<file path="src/rtl/gor16_sched_pkg.sv">
// Shared constants and types for the gor16 scheduler.
package gor16_sched_pkg;

  // Operand/result width of the shared OR unit.
  localparam int GOR_W = 16;

  // Scheduler FSM states.
  typedef enum logic [1:0] {
    S_IDLE = 2'd0,
    S_EXEC = 2'd1,
    S_RESP = 2'd2
  } state_e;

  // Client identifiers.
  localparam logic CLI0 = 1'b0;
  localparam logic CLI1 = 1'b1;

  // One-hot per-client vector for a client id.
  function automatic logic [1:0] cli_onehot(input logic cli);
    logic [1:0] v;
    if (cli == CLI1) begin
      v = 2'b10;
    end else begin
      v = 2'b01;
    end
    return v;
  endfunction

endpackage

</file>
<file path="src/rtl/gor16.sv">
// Combinational 16-bit bitwise OR unit shared by the scheduler clients.
module gor16
  import gor16_sched_pkg::*;
(
  input  logic [GOR_W-1:0] op_a,
  input  logic [GOR_W-1:0] op_b,
  output logic [GOR_W-1:0] y
);

  assign y = op_a | op_b;

endmodule

</file>
<file path="src/rtl/gor16_sched.sv">
// Two-client round-robin scheduler in front of one shared gor16 unit.
// Per-client accumulators hold the last result so chained requests can
// build multi-word OR reductions.
module gor16_sched
  import gor16_sched_pkg::*;
#(
  parameter int WIDTH = GOR_W
) (
  input  logic             clk,
  input  logic             rst_n,
  input  logic [1:0]       req_valid,
  output logic [1:0]       req_ready,
  input  logic [1:0]       req_chain,
  input  logic [WIDTH-1:0] req_a0,
  input  logic [WIDTH-1:0] req_b0,
  input  logic [WIDTH-1:0] req_a1,
  input  logic [WIDTH-1:0] req_b1,
  output logic [1:0]       rsp_valid,
  input  logic [1:0]       rsp_ready,
  output logic [WIDTH-1:0] rsp_y,
  output logic             busy
);

  state_e           state_r;
  state_e           state_s;
  logic             gnt_r;
  logic             last_grant_r;
  logic [WIDTH-1:0] op_a_r;
  logic [WIDTH-1:0] op_b_r;
  logic [WIDTH-1:0] res_r;
  logic [WIDTH-1:0] acc_r [2];
  logic [1:0]       rsp_valid_r;
  logic             busy_r;

  logic             grant_s;
  logic             any_req_s;
  logic [1:0]       req_ready_s;
  logic             hs_s;
  logic [WIDTH-1:0] op_a_s;
  logic [WIDTH-1:0] op_b_s;
  logic [WIDTH-1:0] res_next_s;
  logic [1:0]       rsp_valid_s;
  logic             busy_s;

  // The single shared OR unit, fed only from the latched operands.
  gor16 u_gor16 (
    .op_a (op_a_r),
    .op_b (op_b_r),
    .y    (res_next_s)
  );

  // Round-robin pick: a lone requester wins, on contention the client that was not granted last wins.
  always_comb begin
    grant_s   = CLI0;
    any_req_s = 1'b0;
    case (req_valid)
      2'b01: begin
        grant_s   = CLI0;
        any_req_s = 1'b1;
      end
      2'b10: begin
        grant_s   = CLI1;
        any_req_s = 1'b1;
      end
      2'b11: begin
        grant_s   = ~last_grant_r;
        any_req_s = 1'b1;
      end
      default: begin
        grant_s   = CLI0;
        any_req_s = 1'b0;
      end
    endcase
  end

  // Accept only in IDLE and never while reset is asserted; select operands of the granted client.
  always_comb begin
    req_ready_s = 2'b00;
    op_a_s      = req_a0;
    op_b_s      = req_b0;
    if (rst_n && (state_r == S_IDLE) && any_req_s) begin
      req_ready_s = cli_onehot(grant_s);
    end else begin
      req_ready_s = 2'b00;
    end
    if (grant_s == CLI1) begin
      op_a_s = req_a1;
      op_b_s = req_chain[1] ? acc_r[1] : req_b1;
    end else begin
      op_a_s = req_a0;
      op_b_s = req_chain[0] ? acc_r[0] : req_b0;
    end
  end

  assign hs_s      = |(req_valid & req_ready_s);
  assign req_ready = req_ready_s;

  // Next-state logic plus the next values of the registered response flags.
  always_comb begin
    state_s = state_r;
    case (state_r)
      S_IDLE: begin
        if (hs_s) begin
          state_s = S_EXEC;
        end else begin
          state_s = S_IDLE;
        end
      end
      S_EXEC: begin
        state_s = S_RESP;
      end
      S_RESP: begin
        if (rsp_ready[gnt_r]) begin
          state_s = S_IDLE;
        end else begin
          state_s = S_RESP;
        end
      end
      default: begin
        state_s = S_IDLE;
      end
    endcase
    rsp_valid_s = 2'b00;
    if (state_s == S_RESP) begin
      rsp_valid_s = cli_onehot(gnt_r);
    end else begin
      rsp_valid_s = 2'b00;
    end
    busy_s = (state_s != S_IDLE);
  end

  // FSM state register.
  always_ff @(posedge clk) begin
    if (!rst_n) begin
      state_r <= S_IDLE;
    end else begin
      state_r <= state_s;
    end
  end

  // Operand latch on accept, result and accumulator write at the end of EXEC.
  always_ff @(posedge clk) begin
    if (!rst_n) begin
      gnt_r        <= CLI0;
      last_grant_r <= CLI1;
      op_a_r       <= {WIDTH{1'b0}};
      op_b_r       <= {WIDTH{1'b0}};
      res_r        <= {WIDTH{1'b0}};
      acc_r[0]     <= {WIDTH{1'b0}};
      acc_r[1]     <= {WIDTH{1'b0}};
    end else begin
      if (hs_s) begin
        gnt_r        <= grant_s;
        last_grant_r <= grant_s;
        op_a_r       <= op_a_s;
        op_b_r       <= op_b_s;
      end
      if (state_r == S_EXEC) begin
        res_r        <= res_next_s;
        acc_r[gnt_r] <= res_next_s;
      end
    end
  end

  // Registered response-valid and busy flags.
  always_ff @(posedge clk) begin
    if (!rst_n) begin
      rsp_valid_r <= 2'b00;
      busy_r      <= 1'b0;
    end else begin
      rsp_valid_r <= rsp_valid_s;
      busy_r      <= busy_s;
    end
  end

  assign rsp_valid = rsp_valid_r;
  assign rsp_y     = res_r;
  assign busy      = busy_r;

endmodule
</file>
<file path="config.mk">
export PLATFORM = sky130hd
export DESIGN_NAME = gor16_sched
export DESIGN_NICKNAME = d
export VERILOG_FILES = /design/src/rtl/gor16_sched_pkg.sv /design/src/rtl/gor16.sv /design/src/rtl/gor16_sched.sv
export SDC_FILE = /design/constraint.sdc
export NUM_CORES = 1
export LEC_CHECK = 0
export CAP_MARGIN = 0
export CORE_ASPECT_RATIO = 1.1
export CORE_MARGIN = 2
export CORE_UTILIZATION = 45
export DETAILED_ROUTE_END_ITERATION = 10
export GPL_ROUTABILITY_DRIVEN = 0
export PLACE_DENSITY = 0.83
export SYNTH_ARGS = -nofsm -noshare
export SYNTH_HDL_FRONTEND = slang
export SYNTH_HIERARCHICAL = 1
export SYNTH_SLANG_ARGS = --single-unit
</file>
<file path="constraint.sdc">
create_clock -name clk -period 2.6 [get_ports clk]
set_input_delay 0.39 -clock clk [delete_from_list [all_inputs] [get_ports clk]]
set_output_delay 0.39 -clock clk [all_outputs]
set_load 0.05 [all_outputs]
</file>
==> flow_metrics.env <==
export IMPL_status="finished, final reports clean"
export IMPL_worstMarginPinSlew_ps=795
export IMPL_synth_area_mux_share=0.164
export IMPL_syn_to_final_growth_pct=28.4
export IMPL_worstSkewPairLatency_ps=350
export IMPL_cts_sinks=87
export IMPL_cp_end_kind="primary output"
export IMPL_cts_made_buffers=9
export IMPL_grt_pass1_wl_um=15300
export IMPL_regToRegStartpoint="state_r[0]"
export IMPL_dieArea_um2=9850
export IMPL_instances_no_fill=591
export IMPL_initial_core_util=0.462
export IMPL_register_area_um2=2060
export IMPL_hold_viol=0
export IMPL_hold_path_cell_count=2
export IMPL_dr_pass1_iters=5
export IMPL_rrSetupSlack_ps=770
export IMPL_drt_iter0_drc=175
export IMPL_seq_area_frac_synth=0.505
export IMPL_ant_nets=0
export IMPL_hold_path_class="register to register"
export IMPL_critPathKind="input port to primary output"
export IMPL_die_y_um=104
export IMPL_r2r_end="acc_r[0][7]"
export IMPL_core_area_um2=8830
export IMPL_synthCells=383
export IMPL_final_common_cell="clkdlybuf4s50_1"
export IMPL_maxCapViolations=0
export IMPL_tns_ps=0
export IMPL_ir_worst_vdd_uv=271
export IMPL_antenna_found_initial=0
export IMPL_grt_pass1_vias=3149
export IMPL_clockBufferDepth=2
export IMPL_period_needed_ps=2290
export IMPL_required_ps=2210
export IMPL_fin_crit_sh=0.882
export IMPL_syn_nets=455
export IMPL_rows=36
export IMPL_r2r_cells=3
export IMPL_cts_tree="yes"
export IMPL_die_x_um=94.8
export IMPL_post_route_drc_count=0
export IMPL_cts_resized_gates=0
export IMPL_hold_path_startpoint="rsp_y[4]"
export IMPL_final_setup_skew_ps=9.40
export IMPL_nets=544
export IMPL_p_per_area_nw_per_um2=581
export IMPL_dp_hpwl_um=7050
export IMPL_arrival_ps=1900
export IMPL_yosys_warnings=6
export IMPL_fillers=763
export IMPL_post_cts_setup_buffers=0
export IMPL_yosys_area_share_adder=0
export IMPL_wl_per_cell_um=15.9
export IMPL_synth_simple_area_share=0.182
export IMPL_rsz0062_at_grt="no"
export IMPL_final_cell_mix="90 x clkdlybuf4s50_1, 80 x nand2_1, 55 x dfxtp_1"
export IMPL_finalSetupViolCount=0
export IMPL_num_antenna_cells=0
export IMPL_clock_root_buffer="clkbuf_8"
export IMPL_crit_fanout=19
export IMPL_synth_xor_area_frac=0
export IMPL_cts_clk_slew_worst_paths_ps=80
export IMPL_drv_slew=0
export IMPL_num_vias=3052
export IMPL_placed_cells=575
export IMPL_drive_gt1_frac=0.122
export IMPL_timing_slew_headroom=0.470
export IMPL_synth_compound_area_frac=0.103
export IMPL_via_per_inst=5.16
export IMPL_cp_start_kind="input port"
export IMPL_grt_usage=0.199
export IMPL_hold_end="rsp_y[4]"
export IMPL_syn_area_per_cell_um2=10.7
export IMPL_p_leak_uw=0.00207
export IMPL_io_pins=93
export IMPL_synth_cell_area_um2=4080
export IMPL_synth_cell_types=31
export IMPL_holdBufCountCts=0
export IMPL_fmax_ghz=0.436
export IMPL_grt_ovfl_total=0
export IMPL_port_buffers=92
export IMPL_drt_total_wl_um=9420
export IMPL_ys_ff_latch=87
export IMPL_h_tree_depth=3
export IMPL_synth_top_family_by_area="simple AND/OR/NAND/NOR gates"
export IMPL_multi_input_area_um2=1830
export IMPL_grt_max_degree=26
worst max path at each step:
stage | startpoint | to | cells past startpoint
after floorplan | state_r[1] | acc_r[0][0] | 4
after global placement | rst_n | req_ready[0] | 5
after detailed placement | rst_n | req_ready[0] | 5
after CTS | rst_n | req_ready[0] | 5
after global routing | rst_n | req_ready[0] | 5
final | rst_n | req_ready[0] | 5
layout make-up:
cell class	count	share of cell area
flip-flops and latches	87	0.393
multi-input cells	267	0.350
repair buffers	105	0.198
well taps	114	0.0272
clock buffers	11	0.0251
clock inverters	5	0.00477
inverters	2	0.00191
report_power, final:
part           internal (uW)  switching [uW]  total, uW
sequential              1530            62.1       1590
combinational            315             367        682
clock                    338             433        771
total                   2180             863       3040
logic make-up after synthesis:
family | Yosys count
AO/OA/AOI/OAI | 57
buffers and inverters | 29
flip-flops | 87
multiplexers | 65
AND/OR/NAND/NOR | 145
synth_stat cells, drive strengths merged:
cell	n	area [um^2]
buf	22	158
edfxtp	32	961
nor4	1	21.3
nor3b	2	20.0
a21bo	1	10.0
nor2	3	11.3
and2	33	206
o21ai	3	15.0
nand2	81	320
nand2b	2	12.5
a21oi	34	170
mux2i	49	490
mux2	16	180
nor2b	2	12.5
clkbuf	5	18.8
nor3	2	21.3
inv	2	10.0
or2	17	106
and3	2	12.5
a21boi	2	26.3
dfxtp	55	1100
o21a	1	7.51
a311oi	16	190
metal layers:
layer,vias up,part of all wire,global-route usage
met5,-,0,0
met4,0,0.021,0.0745
met3,19,0.059,0.0428
met2,88,0.48,0.322
met1,1435,0.44,0.260
li1,1510,-,-
worst max-delay path, stage by stage:
cell	delay [ps]
clkdlybuf4s50_1	470
nor3b_2	390
nand2_8	230
nor2_1	250
buf_12	170
through the flow:
| step | setup WS, ps | cell area [um^2] | total power, uW | hold WS (ps) | utilization |
|---|---|---|---|---|---|
| floorplan | 200 | 4080 | 2040 | 433 | - |
| global placement | 326 | 5090 | 2280 | 441 | 0.576 |
| detailed placement | 308 | 5090 | 2300 | 448 | 0.576 |
| CTS | 299 | 5240 | 3060 | 462 | 0.594 |
| global route | 202 | 5240 | 3170 | 481 | 0.594 |
| finish | 307 | 5240 | 3040 | 461 | 0.594 |
state kept, by name, indices dropped and copies added (netlist names):
name,count
state_r,2
last_grant_r,1
gnt_r,1
op_a_r,16
op_b_r,16
busy,1
rsp_valid,2
rsp_y,16
acc_r,32
Note: power is estimated with default switching activity, not from simulation.
==> edit, RTL diff (same settings) <==
Re-encode `state_e` (3 states) as one-hot, 3 bits wide.
--- a/src/rtl/gor16_sched_pkg.sv
+++ b/src/rtl/gor16_sched_pkg.sv
@@ -5,10 +5,10 @@
   localparam int GOR_W = 16;
 
   // Scheduler FSM states.
-  typedef enum logic [1:0] {
-    S_IDLE = 2'd0,
-    S_EXEC = 2'd1,
-    S_RESP = 2'd2
+  typedef enum logic [2:0] {
+    S_IDLE = 3'b001,
+    S_EXEC = 3'b010,
+    S_RESP = 3'b100
   } state_e;
 
   // Client identifiers.
Behaviour: same outputs for any inputs over 10 cycles, from zero or initial values and one cycle with rst_n low; not proved beyond that.
==> edit against the unedited design <==
Highest routed layer unchanged. Power rose by 6.0%. Sequential cell count increased by 1. Clock power up 36%. Synthesized area decreased by 1.0%. Core utilization grew 1.3 points. Setup slack better by 0.17 ns. Final area grew 1.7%. Critical endpoint unchanged. Critical path type unchanged. Largest power group unchanged. Routed wire length fell by 3.8%. Sequential power about the same.
==> edit: results (changes against the unedited design) <==
status: "finished, final reports clean"
yosys_warnings: 6  # unchanged
n_antenna_cell: 0  # unchanged
antenna_found_initial: 0  # unchanged
grt_max_degree: 19  # -27%
synth_area_leaders: "dfxtp_1 28%, edfxtp_1 24%, mux2i_1 20%"
drt_iter0_drc: 108  # -38%
viasPerCell: 5.022  # -2.7%
nets: 533  # -2.0%
cts_buffers: 9  # unchanged
grt_pass1_wl_um: 13530  # -11%
fillers: 716  # -6.2%
power_leakage_nw: 2.144  # +3.4%
relSlewSlack_pct: 65.55  # +19 points
ctsRootBufferMaster: "clkbuf_8"
drive_gt1_share_pct: 12.02  # -0.14 points
finClkSkew_ns: 0.005994  # -0.003408 ns
cts_resized: 0  # unchanged
cp_slowest_cell: "clkdlybuf4s50_1"
worstPathMaxFanout: 4  # -15
p_sw_share_pct: 26.07  # -2.3 points
ys_top_cells_by_count: "81 x mux2i_1, 65 x nand2_1, 56 x dfxtp_1"
first_global_vias: 2820  # -10%
syn_nets: 435  # -4.4%
place_ws_ns: 0.5061  # +0.1986 ns
track_usage_pct: 18.45  # -1.4 points
synth.distinct_cells: 34  # +9.7%
insertion_delay_ns: 0.35  # about the same
synth_edf_count: 32  # unchanged
clkTransAtPathRegs_ns: 0.08  # about the same
cts_max_level: 3  # unchanged
dp_hpwl_um: 6493  # -7.8%
first_pass_iters: 4  # -1
port_buffers: 92  # unchanged
regMostFlops: "acc_r"
hold_path_class: "reg -> reg"
critPathTopFamily: "buffers and inverters"
finalWirelength_um: 9061  # -3.8%
clockBufferDepth: 2  # unchanged
ys_seq_area_share_pct: 51.52  # +1.0 points
largest_reg_flops: 32  # unchanged
async_flop_share_pct: 0  # unchanged
max_stage_delay_ns: 0.56  # +0.09 ns
ir_worst_vdd_uv: 362.8  # +34%
ys.flop_type: "dfxtp_1"
post-cts-setup-buffers: 0  # unchanged
crit_arrival_ns: 1.73  # -0.17 ns
[edit: changes by cell type after synthesis, sizes merged, moves of 2 or more]
cell    unedited run  this run
buf               22        14
nand2b             2         4
nor3               2         4
nand2             81        65
mux2i             49        81
a21oi             34        17
a311oi            16         0
and3               2         0
[edit: final timing paths]
kind	from	end	slack (ns)	cells after the start
max reg2reg	state_r[1]$_SDFF_PN0_	op_b_r[2]$_SDFFE_PN0P_	1.05	5
min	op_a_r[13]$_SDFFE_PN0P_	op_a_r[13]$_SDFFE_PN0P_	0.46	2
min reg2reg	op_a_r[13]$_SDFFE_PN0P_	op_a_r[13]$_SDFFE_PN0P_	0.46	2
max	rst_n	req_ready[0]	0.48	5
[edit: final cells by class]
| type | instances | area, µm² | area share [%] |
|---|---|---|---|
| Clock buffer | 9 | 123.9 | 2.323 |
| Clock inverter | 7 | 101.3 | 1.901 |
| Inverter | 4 | 17.52 | 0.3285 |
| Multi-Input combinational cell | 251 | 1812 | 33.97 |
| Sequential cell | 88 | 2082 | 39.04 |
| Tap cell | 114 | 142.6 | 2.675 |
| Timing Repair Buffer | 107 | 1054 | 19.76 |
[edit: cells by family (layout without fill, tap and decap cells)]
family / after synthesis / after routing / synth area share [%]
multiplexers: 97 / 97 / 24.52
buffers and inverters: 24 / 127 / 3.653
AND/OR/NAND/NOR: 130 / 130 / 16.69
AO/OA/AOI/OAI: 24 / 24 / 3.623
flip-flops: 88 / 88 / 51.52
[edit: through the flow]
stage | std cells | utilization (%) | instance area (µm²) | hold WS [ns] | total power (W)
floorplan | 363 | - | 4041 | 0.4298 | 0.001974
global placement | 564 | 58.15 | 5107 | 0.4386 | 0.002192
detailed placement | 564 | 58.15 | 5107 | 0.4480 | 0.002210
CTS | 580 | 60.71 | 5333 | 0.4595 | 0.003243
global route | 580 | 60.71 | 5333 | 0.4768 | 0.003352
finish | 580 | 60.71 | 5333 | 0.4590 | 0.003226
[edit: power groups by stage]
stage	clock network, W	registers [W]	logic [W]
finish	0.00105	0.00159	0.000591
global route	0.00111	0.00160	0.000639
CTS	0.00106	0.00159	0.000596
detailed placement	0	0.00162	0.000591
global placement	0	0.00161	0.000578
floorplan	0	0.00164	0.000337
[edit: worst reg2reg max path, stage by stage (launching register included)]
cell	delay, ns
dfxtp_1	0.40
and4bb_1	0.26
o21ai_2	0.07
buf_4	0.23
buf_4	0.27
mux2i_1	0.23
[edit: routing by layer]
layer | global-route usage [%] | vias to the layer above | part of all wire (%)
li1 | - | 1439 | -
met1 | 22.61 | 1376 | 43
met2 | 32.97 | 84 | 51
met3 | 2.391 | 14 | 4.6
met4 | 7.692 | 0 | 2.2
met5 | 0 | - | 0
